<file path="config.mk">
export PLATFORM = sky130hd
export DESIGN_NAME = pong_ball_engine_flat
export DESIGN_NICKNAME = d
export VERILOG_FILES = /design/src/rtl/pong_ball_engine_pkg.sv /design/src/rtl/pong_ball_engine_if.sv /design/src/rtl/pong_ball_engine_frame_down_counter.sv /design/src/rtl/pong_ball_engine.sv /design/src/flat_wrapper.sv
export SDC_FILE = /design/constraint.sdc
export NUM_CORES = 1
export LEC_CHECK = 0
export CAP_MARGIN = 20
export CORE_ASPECT_RATIO = 1.4
export CORE_MARGIN = 1.5
export CORE_UTILIZATION = 41
export CTS_BUF_LIST = sky130_fd_sc_hd__clkbuf_4
export DETAILED_ROUTE_END_ITERATION = 8
export PLACE_DENSITY = 0.72
export SKIP_CTS_REPAIR_TIMING = 1
export SLEW_MARGIN = 5
export SYNTH_ARGS = -nofsm -noshare
export SYNTH_HDL_FRONTEND = slang
export SYNTH_SLANG_ARGS = --single-unit
</file>
<file path="constraint.sdc">
create_clock -name clk -period 2.8 [get_ports clk]
set_input_delay 0.56 -clock clk [delete_from_list [all_inputs] [get_ports clk]]
set_output_delay 0.56 -clock clk [all_outputs]
set_load 0.005 [all_outputs]
</file>
<file path="src/rtl/pong_ball_engine_pkg.sv">
// Shared types and default geometry for the pong ball/score engine.
package pong_pkg;

  typedef enum logic [2:0] {
    ST_IDLE     = 3'd0,
    ST_SERVE    = 3'd1,
    ST_PLAY     = 3'd2,
    ST_POINT    = 3'd3,
    ST_GAMEOVER = 3'd4
  } state_e;

  localparam int HOME_X_DEF      = 270;
  localparam int HOME_Y_DEF      = 300;
  localparam int LEFT_LIMIT_DEF  = 160;
  localparam int RIGHT_LIMIT_DEF = 430;
  localparam int BALL_DIM        = 50;

endpackage

</file>
<file path="src/rtl/pong_ball_engine_if.sv">
// Game-control bundle between the frame/timing side and the ball engine.
interface pong_ball_engine_if #(
  parameter int X_W     = 10,
  parameter int Y_W     = 9,
  parameter int SPEED_W = 8,
  parameter int SCORE_W = 8
) ();
  import pong_pkg::*;

  logic               screenEnd;
  logic               startGame;
  logic               player;
  logic [SPEED_W-1:0] moveSpeed;
  logic [X_W-1:0]     ball_x;
  logic [Y_W-1:0]     ball_y;
  logic [SCORE_W-1:0] left_score;
  logic [SCORE_W-1:0] right_score;
  logic               point_left;
  logic               point_right;
  logic               game_over;
  logic               winner;

  modport master (
    output screenEnd, startGame, player, moveSpeed,
    input  ball_x, ball_y, left_score, right_score,
           point_left, point_right, game_over, winner
  );

  modport slave (
    input  screenEnd, startGame, player, moveSpeed,
    output ball_x, ball_y, left_score, right_score,
           point_left, point_right, game_over, winner
  );

endinterface

</file>
<file path="src/rtl/pong_ball_engine_frame_down_counter.sv">
// Loadable frame down-counter; counts screenEnd strobes and flags zero.
module frame_down_counter #(
  parameter int LOAD_VAL = 30,
  parameter int CNT_W    = (LOAD_VAL > 0) ? $clog2(LOAD_VAL + 1) : 1
) (
  input  logic clk,
  input  logic reset,
  input  logic load,
  input  logic dec,
  output logic zero
);

  logic [CNT_W-1:0] count_q, count_d;

  // Load has priority; decrement stops at zero so the counter never wraps.
  always_comb begin
    count_d = count_q;
    if (load) begin
      count_d = CNT_W'(LOAD_VAL);
    end else if (dec && (count_q != '0)) begin
      count_d = count_q - CNT_W'(1);
    end
  end

  // Counter register.
  always_ff @(posedge clk or posedge reset) begin
    if (reset) begin
      count_q <= '0;
    end else begin
      count_q <= count_d;
    end
  end

  assign zero = (count_q == '0);

endmodule

</file>
<file path="src/rtl/pong_ball_engine.sv">
// Per-frame pong game state: ball position, serve pause, scores, win detect.
//
// state       | meaning
// ------------+------------------------------------------------------
// ST_IDLE     | waiting for a startGame rising edge, ball parked home
// ST_SERVE    | ball frozen at home while the serve counter runs down
// ST_PLAY     | ball moves by one step per screenEnd
// ST_POINT    | one cycle after a score: re-home ball, check for a win
// ST_GAMEOVER | a side reached WIN_SCORE; wait for a new start edge
module pong_ball_engine
  import pong_pkg::*;
#(
  parameter int X_W          = 10,
  parameter int Y_W          = 9,
  parameter int SPEED_W      = 8,
  parameter int SPEED_SHIFT  = 6,
  parameter int HOME_X       = HOME_X_DEF,
  parameter int HOME_Y       = HOME_Y_DEF,
  parameter int LEFT_LIMIT   = LEFT_LIMIT_DEF,
  parameter int RIGHT_LIMIT  = RIGHT_LIMIT_DEF,
  parameter int SCORE_W      = 8,
  parameter int WIN_SCORE    = 7,
  parameter int SERVE_FRAMES = 30
) (
  input logic           clk,
  input logic           reset,
  pong_ball_engine_if.slave bus
);

  localparam logic [X_W-1:0]     HOME_XV  = X_W'(HOME_X);
  localparam logic [X_W:0]       LEFT_XV  = (X_W + 1)'(LEFT_LIMIT);
  localparam logic [X_W:0]       RIGHT_XV = (X_W + 1)'(RIGHT_LIMIT);
  localparam logic [SCORE_W-1:0] WIN_V    = SCORE_W'(WIN_SCORE);

  state_e             state_q, state_d;
  logic [X_W-1:0]     ball_x_q, ball_x_d;
  logic [SCORE_W-1:0] left_score_q, left_score_d;
  logic [SCORE_W-1:0] right_score_q, right_score_d;
  logic               point_left_q, point_left_d;
  logic               point_right_q, point_right_d;
  logic               game_over_q, game_over_d;
  logic               winner_q, winner_d;
  logic               start_prev_q;

  logic               start_rise;
  logic [X_W:0]       step;
  logic [X_W:0]       next_x;
  logic               left_miss;
  logic               right_miss;
  logic               cnt_load;
  logic               cnt_dec;
  logic               cnt_zero;

  assign start_rise = bus.startGame & ~start_prev_q;

  // Candidate position one bit wider than ball_x so a leftward borrow is visible.
  always_comb begin
    step   = (X_W + 1)'(bus.moveSpeed >> SPEED_SHIFT);
    next_x = bus.player ? ({1'b0, ball_x_q} - step) : ({1'b0, ball_x_q} + step);
    // A borrow past zero is a ball that went off the left edge, not a huge X.
    left_miss  = (bus.player & next_x[X_W]) | (next_x < LEFT_XV);
    right_miss = ~left_miss & (next_x > RIGHT_XV);
  end

  frame_down_counter #(
    .LOAD_VAL (SERVE_FRAMES)
  ) u_serve_cnt (
    .clk   (clk),
    .reset (reset),
    .load  (cnt_load),
    .dec   (cnt_dec),
    .zero  (cnt_zero)
  );

  // Next-state and next-output logic for the game FSM.
  always_comb begin
    state_d       = state_q;
    ball_x_d      = ball_x_q;
    left_score_d  = left_score_q;
    right_score_d = right_score_q;
    point_left_d  = 1'b0;
    point_right_d = 1'b0;
    game_over_d   = game_over_q;
    winner_d      = winner_q;
    cnt_load      = 1'b0;
    cnt_dec       = 1'b0;

    case (state_q)
      ST_IDLE: begin
        ball_x_d = HOME_XV;
        if (start_rise) begin
          left_score_d  = '0;
          right_score_d = '0;
          cnt_load      = 1'b1;
          state_d       = ST_SERVE;
        end
      end

      ST_SERVE: begin
        ball_x_d = HOME_XV;
        if (cnt_zero) begin
          state_d = bus.startGame ? ST_PLAY : ST_IDLE;
        end else if (bus.screenEnd) begin
          cnt_dec = 1'b1;
        end
      end

      ST_PLAY: begin
        if (bus.screenEnd) begin
          if (!bus.startGame) begin
            ball_x_d = HOME_XV;
            state_d  = ST_IDLE;
          end else if (left_miss) begin
            right_score_d = right_score_q + SCORE_W'(1);
            point_right_d = 1'b1;
            state_d       = ST_POINT;
          end else if (right_miss) begin
            left_score_d = left_score_q + SCORE_W'(1);
            point_left_d = 1'b1;
            state_d      = ST_POINT;
          end else begin
            ball_x_d = next_x[X_W-1:0];
          end
        end
      end

      ST_POINT: begin
        ball_x_d = HOME_XV;
        // Only the side that just scored can have reached the threshold.
        if (left_score_q == WIN_V) begin
          game_over_d = 1'b1;
          winner_d    = 1'b0;
          state_d     = ST_GAMEOVER;
        end else if (right_score_q == WIN_V) begin
          game_over_d = 1'b1;
          winner_d    = 1'b1;
          state_d     = ST_GAMEOVER;
        end else begin
          cnt_load = 1'b1;
          state_d  = ST_SERVE;
        end
      end

      ST_GAMEOVER: begin
        if (start_rise) begin
          left_score_d  = '0;
          right_score_d = '0;
          game_over_d   = 1'b0;
          cnt_load      = 1'b1;
          state_d       = ST_SERVE;
        end
      end

      default: begin
        ball_x_d = HOME_XV;
        state_d  = ST_IDLE;
      end
    endcase
  end

  // State and registered outputs.
  always_ff @(posedge clk or posedge reset) begin
    if (reset) begin
      state_q       <= ST_IDLE;
      ball_x_q      <= HOME_XV;
      left_score_q  <= '0;
      right_score_q <= '0;
      point_left_q  <= 1'b0;
      point_right_q <= 1'b0;
      game_over_q   <= 1'b0;
      winner_q      <= 1'b0;
      start_prev_q  <= 1'b0;
    end else begin
      state_q       <= state_d;
      ball_x_q      <= ball_x_d;
      left_score_q  <= left_score_d;
      right_score_q <= right_score_d;
      point_left_q  <= point_left_d;
      point_right_q <= point_right_d;
      game_over_q   <= game_over_d;
      winner_q      <= winner_d;
      start_prev_q  <= bus.startGame;
    end
  end

  assign bus.ball_x      = ball_x_q;
  assign bus.ball_y      = Y_W'(HOME_Y);
  assign bus.left_score  = left_score_q;
  assign bus.right_score = right_score_q;
  assign bus.point_left  = point_left_q;
  assign bus.point_right = point_right_q;
  assign bus.game_over   = game_over_q;
  assign bus.winner      = winner_q;

endmodule

</file>
<file path="src/flat_wrapper.sv">
// flat-port wrapper written by rule: the top's interface ports become plain ports
module pong_ball_engine_flat import pong_pkg::*;
#(
  parameter int X_W          = 10,
  parameter int Y_W          = 9,
  parameter int SPEED_W      = 8,
  parameter int SPEED_SHIFT  = 6,
  parameter int HOME_X       = HOME_X_DEF,
  parameter int HOME_Y       = HOME_Y_DEF,
  parameter int LEFT_LIMIT   = LEFT_LIMIT_DEF,
  parameter int RIGHT_LIMIT  = RIGHT_LIMIT_DEF,
  parameter int SCORE_W      = 8,
  parameter int WIN_SCORE    = 7,
  parameter int SERVE_FRAMES = 30
)
  (clk, reset, bus_screenEnd, bus_startGame, bus_player, bus_moveSpeed, bus_ball_x, bus_ball_y, bus_left_score, bus_right_score, bus_point_left, bus_point_right, bus_game_over, bus_winner);
  pong_ball_engine_if #(.X_W(X_W), .Y_W(Y_W), .SPEED_W(SPEED_W), .SCORE_W(SCORE_W)) bus_i ();
  input logic clk;
  input logic reset;
  input wire logic [$bits(bus_i.screenEnd)-1:0] bus_screenEnd;
  input wire logic [$bits(bus_i.startGame)-1:0] bus_startGame;
  input wire logic [$bits(bus_i.player)-1:0] bus_player;
  input wire logic [$bits(bus_i.moveSpeed)-1:0] bus_moveSpeed;
  output wire logic [$bits(bus_i.ball_x)-1:0] bus_ball_x;
  output wire logic [$bits(bus_i.ball_y)-1:0] bus_ball_y;
  output wire logic [$bits(bus_i.left_score)-1:0] bus_left_score;
  output wire logic [$bits(bus_i.right_score)-1:0] bus_right_score;
  output wire logic [$bits(bus_i.point_left)-1:0] bus_point_left;
  output wire logic [$bits(bus_i.point_right)-1:0] bus_point_right;
  output wire logic [$bits(bus_i.game_over)-1:0] bus_game_over;
  output wire logic [$bits(bus_i.winner)-1:0] bus_winner;
  assign bus_i.screenEnd = bus_screenEnd;
  assign bus_i.startGame = bus_startGame;
  assign bus_i.player = bus_player;
  assign bus_i.moveSpeed = bus_moveSpeed;
  assign bus_ball_x = bus_i.ball_x;
  assign bus_ball_y = bus_i.ball_y;
  assign bus_left_score = bus_i.left_score;
  assign bus_right_score = bus_i.right_score;
  assign bus_point_left = bus_i.point_left;
  assign bus_point_right = bus_i.point_right;
  assign bus_game_over = bus_i.game_over;
  assign bus_winner = bus_i.winner;
  pong_ball_engine #(.X_W(X_W), .Y_W(Y_W), .SPEED_W(SPEED_W), .SPEED_SHIFT(SPEED_SHIFT), .HOME_X(HOME_X), .HOME_Y(HOME_Y), .LEFT_LIMIT(LEFT_LIMIT), .RIGHT_LIMIT(RIGHT_LIMIT), .SCORE_W(SCORE_W), .WIN_SCORE(WIN_SCORE), .SERVE_FRAMES(SERVE_FRAMES)) u_core (.clk(clk), .reset(reset), .bus(bus_i));
endmodule
</file>
==> flow_summary.toml <==
[worst_hold_path]
worstHoldPathType = "reg2reg"
hold_path_startpoint = "u_core.u_serve_cnt.count_q[4]"

[cts]
path_clk_slew_ps = 110
clock_tree.buffer_depth = 2
tritoncts = "built"
clock_root_cell = "clkbuf_4"
worstSkewPairLatency_ps = 350
clock_buffers_created_by_tritoncts = 5
clock_sink_count = 39
htree_num_levels = 2

[timing]
fmax_ghz = 0.316
timing.final.hold_violations = 0
rsz0062_at_grt = "true"
finalMaxSlewViolations = 0
tns_ps = -5020
setup_violations = 29
finalWorstPathRequiredPeriod_ps = 3160
fin_skew_ps = 7.62
setup_ws_ps = -360
layout_worst_path_cycle_share = 1.13
fin_worst_hold_slack_ps = 534
max_slew.worst_pin.slew_ps = 541
max-slew-margin-rel = 0.636

[drt]
detail_route.first_pass.iterations = 4
vias = 2711
wl_um = 7770
ant_nets = 0
routed_via_density = 5.50
drt_drc_violations_left = 0
violation_count_after_the_first_detailed_route_iteration = 69
routed_wire_length_per_instance_um = 15.8

[worst_setup_path]
critPathLaunch = "bus_moveSpeed[7]"
timing.critical_path.slowest_cell_delay_ps = 590
setup.worst_path.class = "in2reg"
critical_path_peak_fanout = 5
crit_slowest_cell = "or4_4"
cp_data_arrival_time_ps = 3440
critPathRequiredTime_ps = 3080
worstSetupStartpointType = "primary input"
path_cells = "buf_6, buf_6, inv_12, ha_4, mux2i_4, fa_2, a21o_1, a221oi_4, o211ai_1, xnor2_2, or2_4, or4_4, o32a_1"
rr_startpoint = "u_core.bus.ball_x[0]"
worst_setup_path_end_kind = "flop"
worst_path_most_repeated_cell = "buf_6"

[floorplanning]
ios = 52
starting_density_of_the_core = 0.430
die_area_um2 = 7490
rows = 35
die_y_um = 102
die_w_um = 73.6
design.core.area_um2 = 6660

[cells_and_area]
num-fill-cells = 588
layout.cell_area.non_filler_um2 = 4130
layout-drive-gt1-share = 0.344
fin_nets = 429
areaGrowthSynthToFinish_pct = 44.4
antenna_cells = 0
finalNonFillerCells = 493

[grt]
number_of_antenna_violations_at_the_first_check_in_global_routing = 0
grt_pass1_vias = 2665
gr-total-overflow = 0
largest_net_degree_at_the_start_of_global_routing = 40
grt_pass1_wl_um = 12100
grtUsageTotal = 0.208

[placed_design]
hpwlAfterDp_um = 5630
place_congestion = 0.934
post-place-cells = 475
postPlaceCellArea_um2 = 3770
dp_worst_setup_slack_ps = -1090
portBuffers = 36

[synth]
yosysMostFrequentCell = "dfrtp_1"
post_synthesis_instance_area_um2 = 2860
asyncSetResetFlopFracSynth = 1.00
ys.flop_type = "dfrtp_1"
synth_seq_cells = 39
ys_seq_area_frac = 0.343
synth_top_cell_area_share = 0.306
syn_avg_cell_area_um2 = 9.26
netlist_top_cells_area = "dfrtp_1, ha_1, mux2i_1"
yosys_warnings = 0
ys_types = 66
syn-instance-count = 309
yosys-top-cells-count = "dfrtp_1, nand2_1, nor2_1, a21oi_1, mux2i_1"
cell_type_with_the_highest_aggregate_area_in_the_netlist = "dfrtp_1"
number_of_enable_flip_flop_cells_after_synthesis = 0

[power_and_ir_drop]
power.ir.vdd_worst_mv = 0.445
leakagePower_nw = 1.77
cellPowerDensity_nw_per_um2 = 407

[outcome]
violations = "negative setup slack"
status = "complete, but fails checks"

[job]
maxCapViolCount = 0
power breakdown:
part           total (W)  leakage (nW)  switching (W)  internal (W)
sequential      0.000673         0.505      0.0000608      0.000612
clock           0.000311        0.0368       0.000181      0.000129
combinational   0.000696          1.23       0.000371      0.000325
total            0.00168          1.77       0.000613       0.00107
layout make-up:
cell class | count | area [um^2] | share of cell area
Clock buffer | 8 | 60.1 | 0.0145
Inverter | 15 | 76.3 | 0.0185
Multi-Input combinational cell | 247 | 2060 | 0.500
Sequential cell | 39 | 981 | 0.238
Tap cell | 92 | 115 | 0.0279
Timing Repair Buffer | 92 | 835 | 0.202
per-layer routing:
metal / vias to the layer above / global-route usage / wire length, um
met4: 0 / 0.0940 / 144
li1: 1312 / - / -
met5: - / 0 / 0
met2: 69 / 0.368 / 4220
met3: 10 / 0.0296 / 267
met1: 1320 / 0.245 / 3130
worst max-delay path: cells and delay by family:
family,cells,cell delay [ps]
AND/OR/NAND/NOR,2,860
adder cells (fa/ha/maj),2,630
AO/OA/AOI/OAI,4,910
buffers and inverters,3,210
multiplexers,1,60
XOR/XNOR,1,210
cell usage in the layout, fill, tap and decap left out, drive strengths merged, types with 2 or more instances in the layout:
cell,netlist,layout
buf,12,56
dfrtp,35,35
clkdlybuf4s50,0,33
nand2,31,31
nor2,18,18
mux2i,17,17
a21oi,17,17
inv,15,15
ha,15,15
or2,14,14
o21ai,11,11
clkbuf,5,10
conb,2,9
and3,7,7
xnor2,6,6
nor3,6,6
o211ai,5,6
o22ai,6,6
a211oi,6,6
nand3,5,5
nand4,5,5
and2,5,5
o21a,4,4
a211o,4,4
nand2b,4,4
or4,3,4
o32a,4,4
dfstp,4,4
xor2,4,4
nor4,4,4
a31oi,3,3
a21o,3,3
nor2b,3,3
and4,2,2
o211a,2,2
a311oi,2,2
state kept, by name, indices dropped and copies added, names as in the netlist:
signal	flops
u_core.bus.point_left	1
u_core.start_prev_q	1
u_core.bus.left_score	8
u_core.bus.point_right	1
u_core.u_serve_cnt.count_q	5
u_core.bus.ball_x	10
u_core.state_q	3
u_core.bus.winner	1
u_core.bus.right_score	8
u_core.bus.game_over	1
per-stage QoR:
stage | utilization | power, W
finish | 0.620 | 0.00168
global route | 0.620 | 0.00179
detailed placement | 0.566 | 0.00129
global placement | 0.566 | 0.00127
CTS | 0.575 | 0.00160
floorplan | - | 0.00109
path summary, 6_finish.rpt:
check / slack, ps / to / cells past startpoint
min reg2reg: 530 / u_core.u_serve_cnt.count_q[4] / 2
max: -360 / u_core.bus.ball_x[1] / 13
max reg2reg: -290 / u_core.bus.ball_x[1] / 11
min in group asynchronous: 630 / u_core.bus.ball_x[6] / 3
min: 530 / u_core.u_serve_cnt.count_q[4] / 2
max in group asynchronous: 1790 / u_core.bus.ball_x[1] / 3
kinds of logic (layout without fill, tap and decap cells):
| kind of cell | Yosys count | count (layout) | share of synthesized area |
|---|---|---|---|
| flops | 39 | 39 | 0.343 |
| mux | 17 | 17 | 0.0595 |
| simple gates | 114 | 115 | 0.226 |
| fa+ha+maj | 16 | 16 | 0.0726 |
| buf+inv | 32 | 115 | 0.0569 |
| compound gates | 79 | 80 | 0.209 |
| other cells | 2 | 9 | 0.00263 |
| xor+xnor | 10 | 10 | 0.0306 |
(Power assumes the default switching activity.)
